File: src/rtl/uc_pkg.sv
// uc_pkg: shared definitions for the multicycle RV32I control unit.
//   - RV32I base opcodes (OP_*)
//   - FSM state encoding (state_t, codes fixed for the debug port)
//   - register file write-data select codes (RF_*)
//   - one-hot instruction class (cls_t) produced by uc_opcode_decoder
package uc_pkg;

   localparam logic [6:0] OP_R      = 7'b0110011;
   localparam logic [6:0] OP_IMM    = 7'b0010011;
   localparam logic [6:0] OP_LOAD   = 7'b0000011;
   localparam logic [6:0] OP_STORE  = 7'b0100011;
   localparam logic [6:0] OP_BRANCH = 7'b1100011;
   localparam logic [6:0] OP_JAL    = 7'b1101111;
   localparam logic [6:0] OP_JALR   = 7'b1100111;
   localparam logic [6:0] OP_LUI    = 7'b0110111;
   localparam logic [6:0] OP_AUIPC  = 7'b0010111;

   typedef enum logic [2:0] {
      StIdle    = 3'd0,
      StFetch   = 3'd1,
      StDecode  = 3'd2,
      StExecute = 3'd3,
      StMem     = 3'd4,
      StWb      = 3'd5,
      StTrap    = 3'd6
   } state_t;

   localparam logic [1:0] RF_ALU = 2'b00;
   localparam logic [1:0] RF_MEM = 2'b01;
   localparam logic [1:0] RF_PC4 = 2'b10;
   localparam logic [1:0] RF_IMM = 2'b11;

   // At most one field set; all zero means the opcode is not RV32I base.
   typedef struct packed {
      logic r;
      logic imm;
      logic load;
      logic store;
      logic branch;
      logic jal;
      logic jalr;
      logic lui;
      logic auipc;
   } cls_t;

endpackage

File: src/rtl/uc_opcode_decoder.sv
// uc_opcode_decoder: combinational opcode classifier.
//   i_opcode  in   7  IR[6:0]
//   o_cls     out     one-hot instruction class
//   o_legal   out  1  opcode belongs to the RV32I base set
module uc_opcode_decoder
   import uc_pkg::*;
(
   input  logic [6:0] i_opcode,
   output cls_t       o_cls,
   output logic       o_legal
);

   always_comb begin
      o_cls = '0;
      unique case (i_opcode)
         OP_R:      o_cls.r      = 1'b1;
         OP_IMM:    o_cls.imm    = 1'b1;
         OP_LOAD:   o_cls.load   = 1'b1;
         OP_STORE:  o_cls.store  = 1'b1;
         OP_BRANCH: o_cls.branch = 1'b1;
         OP_JAL:    o_cls.jal    = 1'b1;
         OP_JALR:   o_cls.jalr   = 1'b1;
         OP_LUI:    o_cls.lui    = 1'b1;
         OP_AUIPC:  o_cls.auipc  = 1'b1;
         default:   o_cls        = '0;
      endcase
   end

   assign o_legal = |o_cls;

endmodule

File: src/rtl/uc_asm_mc.sv
// uc_asm_mc: multicycle RV32I control unit.
// Parameters: MEM_HANDSHAKE (1 = wait for mem_ready, 0 = fixed wait),
//             MEM_LATENCY (FETCH/MEM cycles in fixed mode, 1..15).
// Inputs : clk, reset (async, active low), opcode, branch_taken, mem_ready.
// Outputs: datapath enables/selects (WE_RF, WE_MEM, RF_din_sel, ULA_din1_sel,
//          ULA_din2_sel, load_pc, load_ir, pc_next_sel, pc_adder_sel, mem_req,
//          mem_addr_sel), sticky illegal trap flag and debug state code.
// Outputs are decoded combinationally from the registered state, so an
// asynchronous reset clears every enable (including mem_req) at once.
module uc_asm_mc
   import uc_pkg::*;
#(
   parameter int unsigned MEM_HANDSHAKE = 1,
   parameter int unsigned MEM_LATENCY   = 1
) (
   input  logic       clk,
   input  logic       reset,
   input  logic [6:0] opcode,
   input  logic       branch_taken,
   input  logic       mem_ready,
   output logic       WE_RF,
   output logic       WE_MEM,
   output logic [1:0] RF_din_sel,
   output logic       ULA_din1_sel,
   output logic       ULA_din2_sel,
   output logic       load_pc,
   output logic       load_ir,
   output logic       pc_next_sel,
   output logic       pc_adder_sel,
   output logic       mem_req,
   output logic       mem_addr_sel,
   output logic       illegal,
   output logic [2:0] state
);

   localparam logic [3:0] LAT_LAST = 4'(MEM_LATENCY - 1);

   state_t     r_state;
   logic [3:0] r_cnt;
   logic       r_illegal;
   cls_t       w_cls;
   logic       w_legal;
   logic       w_mem_done;

   uc_opcode_decoder u_dec (
      .i_opcode (opcode),
      .o_cls    (w_cls),
      .o_legal  (w_legal)
   );

   // Completion of the current FETCH/MEM access; only meaningful in those states.
   assign w_mem_done = (MEM_HANDSHAKE != 0) ? mem_ready : (r_cnt == LAT_LAST);

   always_ff @(posedge clk or negedge reset) begin
      if (!reset) begin
         r_state   <= StIdle;
         r_cnt     <= '0;
         r_illegal <= 1'b0;
      end else begin
         unique case (r_state)
            StIdle: r_state <= StFetch;
            StFetch, StMem: begin
               if (w_mem_done) begin
                  r_cnt <= '0;
                  if (r_state == StFetch) r_state <= StDecode;
                  else                    r_state <= w_cls.load ? StWb : StFetch;
               end else if (MEM_HANDSHAKE == 0) begin
                  r_cnt <= r_cnt + 4'd1;
               end
            end
            StDecode: begin
               if (w_legal) begin
                  r_state <= StExecute;
               end else begin
                  r_state   <= StTrap;
                  r_illegal <= 1'b1;
               end
            end
            StExecute: r_state <= (w_cls.load || w_cls.store) ? StMem : StFetch;
            StWb:      r_state <= StFetch;
            StTrap:    r_state <= StTrap;
            default:   r_state <= StIdle;
         endcase
      end
   end

   always_comb begin
      WE_RF        = 1'b0;
      WE_MEM       = 1'b0;
      RF_din_sel   = RF_ALU;
      ULA_din1_sel = 1'b0;
      ULA_din2_sel = 1'b0;
      load_pc      = 1'b0;
      load_ir      = 1'b0;
      pc_next_sel  = 1'b0;
      pc_adder_sel = 1'b0;
      mem_req      = 1'b0;
      mem_addr_sel = 1'b0;
      unique case (r_state)
         StFetch: begin
            mem_req = 1'b1;
            load_ir = w_mem_done;
         end
         StExecute: begin
            if (w_cls.r) begin
               WE_RF   = 1'b1;
               load_pc = 1'b1;
            end else if (w_cls.imm) begin
               ULA_din2_sel = 1'b1;
               WE_RF        = 1'b1;
               load_pc      = 1'b1;
            end else if (w_cls.lui) begin
               WE_RF      = 1'b1;
               RF_din_sel = RF_IMM;
               load_pc    = 1'b1;
            end else if (w_cls.auipc) begin
               ULA_din1_sel = 1'b1;
               ULA_din2_sel = 1'b1;
               WE_RF        = 1'b1;
               load_pc      = 1'b1;
            end else if (w_cls.jal) begin
               WE_RF        = 1'b1;
               RF_din_sel   = RF_PC4;
               pc_adder_sel = 1'b1;
               load_pc      = 1'b1;
            end else if (w_cls.jalr) begin
               ULA_din2_sel = 1'b1;
               WE_RF        = 1'b1;
               RF_din_sel   = RF_PC4;
               pc_next_sel  = 1'b1;
               load_pc      = 1'b1;
            end else if (w_cls.branch) begin
               pc_adder_sel = branch_taken;
               load_pc      = 1'b1;
            end else if (w_cls.load || w_cls.store) begin
               ULA_din2_sel = 1'b1;  // address = rs1 + imm
            end
         end
         StMem: begin
            mem_req      = 1'b1;
            mem_addr_sel = 1'b1;
            ULA_din2_sel = 1'b1;
            WE_MEM       = w_cls.store;
            load_pc      = w_cls.store & w_mem_done;  // loads retire in WB
         end
         StWb: begin
            WE_RF      = 1'b1;
            RF_din_sel = RF_MEM;
            load_pc    = 1'b1;
         end
         default: ;
      endcase
   end

   assign illegal = r_illegal;
   assign state   = r_state;

endmodule
File: config.mk
export PLATFORM = sky130hd
export DESIGN_NAME = uc_asm_mc
export DESIGN_NICKNAME = d
export VERILOG_FILES = /design/src/rtl/uc_pkg.sv /design/src/rtl/uc_opcode_decoder.sv /design/src/rtl/uc_asm_mc.sv
export SDC_FILE = /design/constraint.sdc
export NUM_CORES = 1
export LEC_CHECK = 0
export BUFFER_PORTS_ARGS = -buffer_cell sky130_fd_sc_hd__buf_2
export CORE_MARGIN = 2
export CORE_UTILIZATION = 25
export CTS_CLUSTER_DIAMETER = 120
export DETAILED_ROUTE_END_ITERATION = 12
export GPL_TIMING_DRIVEN = 0
export PLACE_DENSITY = 0.47
export SYNTH_ARGS = -nofsm -noshare
export SYNTH_HDL_FRONTEND = slang
export SYNTH_SLANG_ARGS = --single-unit
File: constraint.sdc
create_clock -name clk -period 3.4 [get_ports clk]
set_input_delay 0.68 -clock clk [delete_from_list [all_inputs] [get_ports clk]]
set_output_delay 0.68 -clock clk [all_outputs]
set_load 0.03 [all_outputs]
==> impl_metrics.csv <==
group,metric,value,unit
pwr,p_sw_share,55.45,%
routing,drtIter0Drc,13,
pwr,ir_drop,0.0003271,V
worst_setup_path,start_kind,"input port",
die,die_h,50.12,um
routing,vias,580,
yosys,yosys.cell_count.top_type,"inv_1",
routing,routed_wl,1388,um
yosys,syn_area,531.8,um2
routing,via_per_inst,4.677,
yosys,synth_adder_area_share,0,%
global_routing,grt_pass1_vias,571,
routing,dr.pass1.iters,4,
timing,fin_setup_tns,0,ns
die,die_w,50.12,um
timing,rsz0062_at_grt,"no",
yosys,yosys-top-cells-count,"8 x inv_1, 7 x nor2_1, 6 x nand2_1",
yosys,netlist_instances,70,
layout,final_area,708.2,um2
clocking,cts_buffers,3,
hold_path,min_path_type,"input port to asynchronous set/reset pin",
timing,setup-violations-final,0,
yosys,synthTopCellsByArea,"dfrtp_1 19%, inv_1 5.6%, a2111oi_4 5.2%",
clocking,cts_max_level,1,
worst_setup_path,path_max_fanout,5,
run_status,status,"finished clean",
pwr,pwr-share-clk,13.0,%
place,gp_congestion,0.7513,
yosys,postSynth.asyncResetShare,100.0,%
yosys,synth_compound_area_share,27.29,%
routing,drc,0,
place,port_buffers,24,
timing,post-route-period-util,78.26,%
pwr,seqPwrFrac,21.5,%
layout,syn_to_final_growth,33.18,%
timing,max_freq,0.3758,GHz
global_routing,grt_pass1_wl,2490,um
yosys,synth_edf_count,0,
clocking,worstSkewPairLatency,0.23,ns
place,dp_hpwl,1128,um
die,core-area,1982,um2
clocking,cts.clk_slew.worst_paths,0.04,ns
timing,drv_slew,0,
clocking,cts-root-buf,"clkbuf_4",
run,cap_violations,0,
timing,worst-slew-pin-transition,0.4098,ns
yosys,ys_ff_latch,4,
die,rows,16,
worst_setup_path,endpoint_kind,"output pin",
yosys,syn_avg_cell_area,7.597,um2
routing,wl_per_cell,11.19,um
die,ioPinCount,27,
pwr,p_leak,0.3686,nW
yosys,synth-xor-area-share,1.647,%
yosys,yosysWarnings,0,
timing,fin_crit,2.661,ns
worst_setup_path,cp.required,2.72,ns
worst_setup_path,r2r_slack,2.18,ns
pwr,p_sw,0.0002431,W
clocking,cts_tree,"yes",
pwr,power_density,619.1,nW/um2
clocking,cts_hold_buf,0,
global_routing,antenna_found_initial,0,
yosys,synth_top_family_by_area,"simple AND/OR/NAND/NOR gates",
pwr,power_frac_comb,65.5,%
place,placed_cell_area,685.7,um2
timing,slew_headroom,72.58,%
yosys,yosys.area.top_type,"dfrtp_1",
routing,ant_nets,0,
timing,hold_slack,0.2466,ns
timing,timing.final.hold_violations,0,
worst_setup_path,cp.arrival,1.98,ns
clocking,post-cts-setup-buffers,0,
yosys,synth-simple-area-share,40.00,%
place,pre_cts_ws,0.7297,ns
timing,setup_slack,0.7391,ns
clocking,numClockSinks,4,
worst_setup_path,path_class,"input port to output pin",
yosys,synth_mux_area_share,2.118,%
die,die_area,2512,um2
layout,drive_gt1_share,41.24,%
global_routing,grt_max_degree,11,
yosys,synthFlopType,"dfrtp_1",
global_routing,grt_overflow,0,
clocking,clk_path_buf_depth,2,
yosys,yosysUniqueCellTypes,36,
layout,nets,110,
pwr,internal_power,0.0001953,W
yosys,yosysSeqAreaShare,18.82,%
timing,finClkSkew,0.002523,ns
layout,antenna_cells,0,
yosys,synth_nets,81,
clocking,cts.repair.resized,0,
yosys,netlist.area_leader.share,18.82,%
global_routing,track_usage,13.18,%
die,start_util,26.83,%
[stage by stage]
stage	util [%]	instances	total power, W
floorplan	-	70	0.0003046
global placement	34.60	121	0.0003863
detailed placement	34.60	121	0.0003843
CTS	35.73	124	0.0004463
global route	35.73	124	0.0004824
finish	35.73	124	0.0004384
[cells in the final DEF, fill, tap and decap left out, drive strengths merged, types with 2 or more instances in the layout]
master	n
nand2	6
o21ai	6
a21oi	2
nor2b	3
nor3	2
buf	27
nand2b	2
nand3b	3
inv	8
and3b	2
nand3	3
clkbuf	3
nand4	2
nor2	7
dfrtp	4
[cell type report]
cell class,count,area [um2]
timing repair buffer,24,120.1
buffer,3,23.77
multi-input combinational,55,377.9
sequential,4,100.1
fill,220,1274
clock buffer,3,22.52
tap,27,33.78
inverter,8,30.03
[worst max-delay path: stages]
cell       delay, ns
buf_2           0.13
or3b_4          0.41
a2111oi_4       0.38
o21ai_2         0.10
o221ai_2        0.06
buf_2           0.22
[cell families (layout without fill, tap and decap cells)]
logic type / Yosys count / in the layout
multiplexers: 1 / 1
XOR/XNOR: 1 / 1
flip-flops: 4 / 4
AO/OA/AOI/OAI: 17 / 17
buffers and inverters: 11 / 38
AND/OR/NAND/NOR: 36 / 36
[power by group through the flow]
stage          sequential (W)  combinational, W   clock, W
2_1_floorplan        0.000124          0.000180          0
3_3_place_gp        0.0000948          0.000291          0
4_1_cts             0.0000944          0.000291  0.0000611
3_5_place_dp        0.0000945          0.000290          0
6_report            0.0000944          0.000287  0.0000569
5_1_grt              0.000101          0.000318  0.0000631
[registers in the layout, summed over array words and instances (netlist names)]
| register | cells |
|---|---|
| state | 3 |
| illegal | 1 |
[routing by layer]
metal  up-vias  track usage, %  wire (um)
met5         -               0          0
met4         0           6.944          0
met3         0           2.424         55
met2        13           20.61        677
met1       261           16.97        654
li1        306               -          -
[final timing paths]
kind	depth (start not counted)	startpoint	end
max	6	opcode[3]	load_pc
min	1	reset	state[0]
max reg2reg	3	state[1]	state[2]
min reg2reg	1	illegal	illegal
max in group asynchronous	1	reset	state[2]
min in group clk	1	illegal	illegal
No activity file was read; power rests on OpenSTA's default activity.
